**src/rtl/uart_frame_scheduler_if.sv**
```systemverilog
// Handshake bundle between the frame scheduler, its word requesters and the UART TX byte engine.
interface uart_frame_scheduler_if #(
    parameter int unsigned NREQ = 4
);
    logic [NREQ-1:0]      req_valid;
    logic [32*NREQ-1:0]   req_data;
    logic [NREQ-1:0]      req_ready;
    logic                 tx_valid;
    logic [7:0]           tx_byte;
    logic                 tx_ready;

    modport master (
        input  req_valid, req_data, tx_ready,
        output req_ready, tx_valid, tx_byte
    );

    modport slave (
        output req_valid, req_data, tx_ready,
        input  req_ready, tx_valid, tx_byte
    );
endinterface

```
**src/rtl/uart_frame_scheduler.sv**
```systemverilog
// Round-robin arbiter that grants one requester's 32-bit word and ships it to a byte UART
// as a 6-byte frame: {HDR_TAG, grant_id}, data MSB first, XOR checksum.
module uart_frame_scheduler #(
    parameter int unsigned NREQ    = 4,
    parameter logic [4:0]  HDR_TAG = 5'b10100
) (
    input  logic                   clk,
    input  logic                   reset,
    input  logic                   enable,
    uart_frame_scheduler_if.master bus,
    output logic                   busy,
    output logic [2:0]             grant_id,
    output logic                   frame_done
);

    localparam int unsigned GW = 3;
    localparam int unsigned IW = (NREQ > 1) ? $clog2(NREQ) : 1;
    localparam int unsigned CW = 2;

    typedef enum logic [1:0] {
        S_IDLE,
        S_HDR,
        S_DATA,
        S_CSUM
    } state_t;

    state_t            state_q, state_d;
    logic [31:0]       word_q, word_d;
    logic [GW-1:0]     last_q, last_d;
    logic [GW-1:0]     grant_q, grant_d;
    logic [CW-1:0]     cnt_q, cnt_d;
    logic [NREQ-1:0]   req_ready_q, req_ready_d;
    logic              tx_valid_q, tx_valid_d;
    logic [7:0]        tx_byte_q, tx_byte_d;
    logic              busy_q, busy_d;
    logic              done_q, done_d;

    logic [GW-1:0]     win_c;
    logic [31:0]       win_word_c;
    logic [7:0]        csum_c;
    logic              accept_c;

    // First valid requester found scanning upward from last+1, wrapping modulo NREQ.
    function automatic logic [GW-1:0] rr_pick(input logic [NREQ-1:0] v, input logic [GW-1:0] last);
        logic [GW-1:0] pick;
        logic          found;
        int unsigned   idx;
        pick  = last;
        found = 1'b0;
        for (int unsigned i = 1; i <= NREQ; i++) begin
            idx = (32'(last) + i) % NREQ;
            if (!found && v[IW'(idx)]) begin
                found = 1'b1;
                pick  = GW'(idx);
            end
        end
        return pick;
    endfunction

    function automatic logic [7:0] byte_sel(input logic [31:0] w, input logic [CW-1:0] n);
        logic [7:0] b;
        case (n)
            2'd0:    b = w[31:24];
            2'd1:    b = w[23:16];
            2'd2:    b = w[15:8];
            default: b = w[7:0];
        endcase
        return b;
    endfunction

    assign win_c    = rr_pick(bus.req_valid, last_q);
    assign accept_c = tx_valid_q && bus.tx_ready;
    assign csum_c   = {HDR_TAG, grant_q} ^ word_q[31:24] ^ word_q[23:16] ^ word_q[15:8] ^ word_q[7:0];

    always_comb begin
        win_word_c = '0;
        for (int unsigned i = 0; i < NREQ; i++) begin
            if (win_c == GW'(i)) win_word_c = bus.req_data[32*i +: 32];
        end
    end

    // Next-state and registered-output logic.
    always_comb begin
        state_d     = state_q;
        word_d      = word_q;
        last_d      = last_q;
        grant_d     = grant_q;
        cnt_d       = cnt_q;
        req_ready_d = '0;
        tx_valid_d  = tx_valid_q;
        tx_byte_d   = tx_byte_q;
        busy_d      = busy_q;
        done_d      = 1'b0;

        case (state_q)
            S_IDLE: begin
                if (enable && (|bus.req_valid)) begin
                    state_d     = S_HDR;
                    word_d      = win_word_c;
                    last_d      = win_c;
                    grant_d     = win_c;
                    req_ready_d = NREQ'(1) << win_c;
                    tx_valid_d  = 1'b1;
                    tx_byte_d   = {HDR_TAG, win_c};
                    busy_d      = 1'b1;
                end
            end
            S_HDR: begin
                if (accept_c) begin
                    state_d   = S_DATA;
                    cnt_d     = '0;
                    tx_byte_d = word_q[31:24];
                end
            end
            S_DATA: begin
                if (accept_c) begin
                    if (cnt_q == CW'(3)) begin
                        state_d   = S_CSUM;
                        tx_byte_d = csum_c;
                    end else begin
                        cnt_d     = cnt_q + CW'(1);
                        tx_byte_d = byte_sel(word_q, cnt_q + CW'(1));
                    end
                end
            end
            S_CSUM: begin
                if (accept_c) begin
                    state_d    = S_IDLE;
                    tx_valid_d = 1'b0;
                    tx_byte_d  = 8'h00;
                    busy_d     = 1'b0;
                    done_d     = 1'b1;
                end
            end
            default: state_d = S_IDLE;
        endcase
    end

    always_ff @(posedge clk or negedge reset) begin
        if (!reset) begin
            state_q     <= S_IDLE;
            word_q      <= '0;
            last_q      <= GW'(NREQ - 1);
            grant_q     <= '0;
            cnt_q       <= '0;
            req_ready_q <= '0;
            tx_valid_q  <= 1'b0;
            tx_byte_q   <= 8'h00;
            busy_q      <= 1'b0;
            done_q      <= 1'b0;
        end else begin
            state_q     <= state_d;
            word_q      <= word_d;
            last_q      <= last_d;
            grant_q     <= grant_d;
            cnt_q       <= cnt_d;
            req_ready_q <= req_ready_d;
            tx_valid_q  <= tx_valid_d;
            tx_byte_q   <= tx_byte_d;
            busy_q      <= busy_d;
            done_q      <= done_d;
        end
    end

    assign bus.req_ready = req_ready_q;
    assign bus.tx_valid  = tx_valid_q;
    assign bus.tx_byte   = tx_byte_q;
    assign busy          = busy_q;
    assign grant_id      = grant_q;
    assign frame_done    = done_q;

endmodule
```
**src/flat_wrapper.sv**
```systemverilog
// flat-port wrapper written by rule: the top's interface ports become plain ports
module uart_frame_scheduler_flat 
#(
    parameter int unsigned NREQ    = 4,
    parameter logic [4:0]  HDR_TAG = 5'b10100
)
  (clk, reset, enable, busy, grant_id, frame_done, bus_req_valid, bus_req_data, bus_tx_ready, bus_req_ready, bus_tx_valid, bus_tx_byte);
  uart_frame_scheduler_if #(.NREQ(NREQ)) bus_i ();
  input  logic clk;
  input  logic reset;
  input  logic enable;
  output logic busy;
  output logic [2:0] grant_id;
  output logic frame_done;
  input wire logic [$bits(bus_i.req_valid)-1:0] bus_req_valid;
  input wire logic [$bits(bus_i.req_data)-1:0] bus_req_data;
  input wire logic [$bits(bus_i.tx_ready)-1:0] bus_tx_ready;
  output wire logic [$bits(bus_i.req_ready)-1:0] bus_req_ready;
  output wire logic [$bits(bus_i.tx_valid)-1:0] bus_tx_valid;
  output wire logic [$bits(bus_i.tx_byte)-1:0] bus_tx_byte;
  assign bus_i.req_valid = bus_req_valid;
  assign bus_i.req_data = bus_req_data;
  assign bus_i.tx_ready = bus_tx_ready;
  assign bus_req_ready = bus_i.req_ready;
  assign bus_tx_valid = bus_i.tx_valid;
  assign bus_tx_byte = bus_i.tx_byte;
  uart_frame_scheduler #(.NREQ(NREQ), .HDR_TAG(HDR_TAG)) u_core (.clk(clk), .reset(reset), .enable(enable), .bus(bus_i), .busy(busy), .grant_id(grant_id), .frame_done(frame_done));
endmodule
```
**config.mk**
```make
export PLATFORM = sky130hd
export DESIGN_NAME = uart_frame_scheduler_flat
export DESIGN_NICKNAME = d
export VERILOG_FILES = /design/src/rtl/uart_frame_scheduler_if.sv /design/src/rtl/uart_frame_scheduler.sv /design/src/flat_wrapper.sv
export SDC_FILE = /design/constraint.sdc
export NUM_CORES = 1
export LEC_CHECK = 0
export BUFFER_PORTS_ARGS = -buffer_cell sky130_fd_sc_hd__buf_2
export CORE_MARGIN = 2
export CORE_UTILIZATION = 55
export DETAILED_ROUTE_END_ITERATION = 16
export GPL_ROUTABILITY_DRIVEN = 1
export PLACE_DENSITY = 0.9
export SETUP_SLACK_MARGIN = 0.15
export SYNTH_ARGS = -nofsm -noshare
export SYNTH_HDL_FRONTEND = slang
export SYNTH_SLANG_ARGS = --single-unit
```
**constraint.sdc**
```tcl
create_clock -name clk -period 5.3 [get_ports clk]
set_clock_uncertainty 0.2 [all_clocks]
set_input_delay 1.06 -clock clk [delete_from_list [all_inputs] [get_ports clk]]
set_output_delay 1.06 -clock clk [all_outputs]
set_load 0.05 [all_outputs]
```
==> reports/metrics.yaml, run 1 <==
critical_path:
  cp-start-kind: "input pin"
  path_cells: "buf_2, or2_2, nand3_2, nand2_1, nor4_1, o41ai_2"
  worstSetupEndpointType: "register"
  cp_max_fo: 38
  cp_data_required_time_ns: 5.26
  critPathMaxStageDelay_ns: 0.64
  arrival_ns: 3.33
  critPathTopFamily: "simple AND/OR/NAND/NOR gates"
  cp.depth: 6
  slowest_stage: "nand2_1"
  worstSetupPathType: "input pin to register"
  path_buf_inv: 1
  reg2regPathDepth: 5
synth:
  yosysUniqueCellTypes: 53
  synth_ff_type: "dfrtp_1"
  ys_seq_area_share_pct: 31.1
  synth_edf_count: 0
  syn_avg_cell_area_um2: 9.19
  synth-seq-cells: 55
  synth_area_mm2: 0.00444
  syn_nets: 629
  async_reset_ff_share_pct: 100
  synthCells: 483
  ys_warn_count: 0
floorplanning:
  coreArea_mm2: 0.00777
  fp.dieW_um: 93.8
  rows: 32
  start_util_pct: 57.2
  io-pin-count: 154
  die-area_mm2: 0.00881
  die_height_um: 93.8
global_route:
  grt_pass1_vias: 4362
  grt_pass1_wl_mm: 20.6
  gr-usage-met2_pct: 49.5
  antenna_found_initial: 0
  grt-busiest-layer: "met2"
  use_met1_pct: 37.4
  grt_max_degree: 56
  use_met3_pct: 6.34
  gr-usage-all-layers_pct: 29.7
  grt-ovfl-total: 0
clocking:
  clk_pin_slew_worst_paths_ns: 0.10
  cts-root-buf: "clkbuf_8"
  cts_buffers: 5
  hold_buffers: 0
  tritoncts: "built"
  cts_max_path_buffers: 2
  postCtsSetupBuffers: 0
  numClockSinks: 55
  post_cts_resize_count: 0
  htreeDepth: 2
  clk_latency_ns: 0.31
finish:
  fin_util_pct: 66.9
  drive_gt1_share_pct: 39.2
  area_growth_pct: 17.0
  antenna_cells: 0
  final_net_count: 742
  fill_cells: 628
  stdcell_area_mm2: 0.00519
power:
  p_per_area_mw_per_mm2: 606
  p_leak_nw: 2.36
  ir_worst_vdd_v: 0.000472
place:
  place_area_mm2: 0.00508
  place_hpwl_mm: 9.57
  io_buffers: 153
  gp_congestion: 0.915
routing:
  routed_via_density: 6.33
  postRouteAntennaNets: 0
  routedWlPerCell_um: 18.8
  drt_wl_total_mm: 13.2
  drtIter0Drc: 354
  first_pass_iters: 5
  vias: 4425
  drc: 0
sta:
  maxSlewHeadroom_pct: 28.3
  fin_crit_ns: 3.37
  worst_pin_slew_ns: 1.08
  rsz0062_at_grt: "false"
  final_max_slew_viol_count: 0
  hold_violations: 0
  fin_crit_sh_pct: 63.6
  fmax_mhz: 296
  finalSetupViolCount: 0
  final.setup.tns_ns: 0
hold_path:
  hold_path_class: "register to register"
  holdPathStages: 1
outcome:
  run_status: "finished clean"
run:
  max_cap_viol_count: 0
[layout make-up]
class	count	area, um2	area share [%]
clock buffer	6	82.6	1.59
sequential	55	1380	26.5
inverter	10	37.5	0.723
clock inverter	2	35.0	0.674
tap	102	128	2.46
timing repair buffer	157	796	15.3
multi-input combinational	367	2740	52.7
[layout by cell type (no fill, tap or decap), types with 4 or more instances in the layout]
cell type  Yosys  final
and3_1         4      4
nor2_1        23     23
a21oi_1       45     45
o21ai_0       44     44
buf_4          6      4
nand3_1        6      5
nand2b_1       4      4
mux2_4        10     10
a22o_1         7      7
o41ai_2       18     18
nor3_1         7      7
buf_2         15    153
ha_1          10     10
a221o_1        4      4
a32oi_1       17     17
nor4_1        19     19
xnor2_1       19     19
inv_1         10     10
nor2b_1       21     21
clkbuf_8       0      6
nand2_1       31     31
dfrtp_1       53     53
a31oi_1       16     16
mux2_2        22     22
[Yosys cell counts, drive strengths merged (9+ instances only)]
cell type / instances / share of area (%)
nor4: 19 / 2.7
nor2: 24 / 2.1
clkbuf: 22 / 1.9
inv: 10 / 0.85
dfrtp: 53 / 30
nor3: 9 / 1.2
nand2: 31 / 2.6
a31oi: 16 / 2.3
mux2: 33 / 9.2
buf: 29 / 4.7
o41ai: 18 / 6.6
o21ai: 46 / 5.3
xnor2: 19 / 3.7
a32oi: 17 / 3.4
ha: 10 / 2.8
nor2b: 21 / 3.0
a21oi: 45 / 5.1
[cells by family after synthesis]
logic type / synth area share, %
buf+inv: 7.47
fa+ha+maj: 2.82
xor+xnor: 5.16
compound gates: 29.7
mux: 9.22
simple gates: 14.6
flops: 31.1
[registers in the layout (all words and copies together) (netlist names)]
signal,count
u_core.bus.tx_valid,1
u_core.state_q,2
u_core.bus.tx_byte,8
u_core.bus.req_ready,4
u_core.grant_id,2
u_core.word_q,32
u_core.cnt_q,2
u_core.last_q,3
u_core.frame_done,1
[per-stage QoR]
step	hold WS [ns]	power (mW)	std cells	setup WS, ns
2_1_floorplan	0.273	2.46	483	2.30
3_3_place_gp	0.256	2.72	691	1.84
3_5_place_dp	0.261	2.81	691	1.67
4_1_cts	0.284	3.11	699	1.99
5_1_grt	0.304	3.34	699	1.72
6_report	0.286	3.15	699	1.93
[power breakdown]
part / switching [mW] / internal [mW]
sequential: 0.222 / 0.615
combinational: 1.15 / 0.865
clock: 0.139 / 0.153
[metal layers]
layer  vias to the layer above  wire length, um  part of all wire (%)
met5                         -                0                     0
met4                         0              446                   3.4
met3                        48             1170                   8.9
met2                       241             6480                    49
met1                      2102             5050                    38
li1                       2034                -                     -
[final timing paths]
path	slack (ns)	endpoint	start
worst min register to register	0.29	u_core.bus.tx_byte[5]	u_core.bus.tx_byte[5]
worst max register to register	2.28	u_core.word_q[22]	u_core.last_q[0]
worst min-delay path	0.29	u_core.bus.tx_byte[5]	u_core.bus.tx_byte[5]
min in group asynchronous	0.67	u_core.word_q[30]	reset
max in group asynchronous	3.77	u_core.bus.tx_byte[1]	reset
worst max-delay path	1.93	u_core.word_q[13]	bus_req_valid[0]
No activity file was read; power rests on OpenSTA's default activity.
==> run 2, diff against run 1 <==
- CORE_UTILIZATION: 55 -> 51
- PLACE_DENSITY: 0.9 -> 0.84
- clock period: 5.3 -> 3.45 ns (I/O delays scaled with it)
==> reports/metrics.yaml, run 2 (synthesis gave the netlist of run 1 again) <==
outcome:
  run_status: "finished clean"
run:
  max_cap_viol_count: 0
clocking:
  clk_pin_slew_worst_paths_ns: 0.10
  cts_buffers: 5
  clk_latency_ns: 0.31
  post_cts_resize_count: 0
  postCtsSetupBuffers: 0
  numClockSinks: 55
  cts_max_path_buffers: 2
  tritoncts: "built"
  htreeDepth: 2
  hold_buffers: 0
  cts-root-buf: "clkbuf_8"
finish:
  layout_commonest_cell: "buf_2"
  largest_reg_flops: 32
  drive_gt1_share_pct: 39.9
  most-common-layout-cells: "buf_2 (153), dfrtp_1 (53), a21oi_1 (45)"
  antenna_cells: 0
  area_growth_pct: 18.1
  top_register: "u_core.word_q"
  fin_util_pct: 61.0
  instances_no_fill: 712
  final_net_count: 749
routing:
  first_pass_iters: 5
  postRouteAntennaNets: 0
  drc: 0
  routedWlPerCell_um: 17.8
  drt_wl_total_mm: 12.7
  vias: 4374
  routed_via_density: 6.14
  drtIter0Drc: 431
critical_path:
  worstSetupEndpointType: "register"
  reg2regPathDepth: 5
  slowest_stage: "nor3_2"
  path_buf_inv: 0
  cp_data_required_time_ns: 3.49
  critPathMaxStageDelay_ns: 0.75
  path_cells: "nor2b_1, o21ba_2, nor3_2, a32oi_1, a31oi_1"
  cp_max_fo: 30
  r2r_start: "u_core.last_q[0]"
  worstSetupPathType: "register to register"
  arrival_ns: 2.62
  r2r_end: "u_core.word_q[5]"
  rrSetupSlack_ns: 0.87
  cp-start-kind: "register"
  critPathTopFamily: "simple AND/OR/NAND/NOR gates"
global_route:
  grt-ovfl-total: 0
  grt_pass1_vias: 4349
  grt_pass1_wl_mm: 21.0
  antenna_found_initial: 0
  gr-usage-all-layers_pct: 26.8
  grt_max_degree: 39
floorplanning:
  start_util_pct: 51.7
  rows: 34
  die-area_mm2: 0.00947
  fp.dieW_um: 97.3
  coreArea_mm2: 0.00859
  io-pin-count: 154
  die_height_um: 97.3
place:
  gp_congestion: 0.939
  place_hpwl_mm: 9.61
  dp_cells: 704
  io_buffers: 153
  pre_cts_slack_ns: 0.593
sta:
  maxSlewHeadroom_pct: 28.6
  rsz0062_at_grt: "false"
  fmax_mhz: 388
  final.setup.tns_ns: 0
  fin_crit_ns: 2.58
  final_max_slew_viol_count: 0
  worst_pin_slew_ns: 1.07
  setup_slack_ns: 0.870
  hold_violations: 0
  fin_crit_sh_pct: 74.8
  finalSetupViolCount: 0
power:
  p_per_area_mw_per_mm2: 913
  power_mw: 4.79
  ir_worst_vdd_v: 0.000671
  p_leak_nw: 2.38
hold_path:
  hold_path_class: "input pin to async pin"
==> run 2: worst max-delay path by stage <==
stage               slack (ns)         startpoint                    end  cells after the start
detailed placement        0.59   bus_req_valid[1]       u_core.word_q[5]                      6
global route              0.67  u_core.state_q[0]  u_core.bus.tx_byte[2]                      7
CTS                       0.89   u_core.last_q[0]       u_core.word_q[5]                      5
floorplan                 0.82   bus_req_valid[1]      u_core.word_q[12]                      6
finish                    0.87   u_core.last_q[0]       u_core.word_q[5]                      5
global placement          0.65   bus_req_valid[1]       u_core.word_q[5]                      6
==> run 2: metal layers <==
| metal | vias to the layer above | wire (um) | global-route usage, % |
|---|---|---|---|
| li1 | 2044 | - | - |
| met1 | 2106 | 5200 | 34.6 |
| met5 | - | 0 | 0 |
| met3 | 33 | 931 | 4.75 |
| met2 | 191 | 6220 | 46.1 |
| met4 | 0 | 318 | 8.01 |
==> run 2: stage by stage <==
stage               hold WS, ns  area (um2)
floorplan                 0.194        4440
detailed placement        0.267        5150
CTS                      0.0173        5240
global placement          0.271        5150
global route             0.0199        5240
finish                   0.0179        5240
==> run 2: cell type report <==
cell class              instances  area [um2]
multi-input cells             367        2740
fillers                       774        3350
well taps                     108         135
flip-flops and latches         55        1380
clock inverters                 3        25.0
clock buffers                   5        68.8
inverters                      10        37.5
repair buffers                164         861
==> run 2: power breakdown <==
part / leakage (nW) / switching [mW] / internal (mW)
Combinational: 1.67 / 1.76 / 1.37
Clock: 0.0443 / 0.224 / 0.146
Sequential: 0.670 / 0.344 / 0.945
Total: 2.38 / 2.33 / 2.46
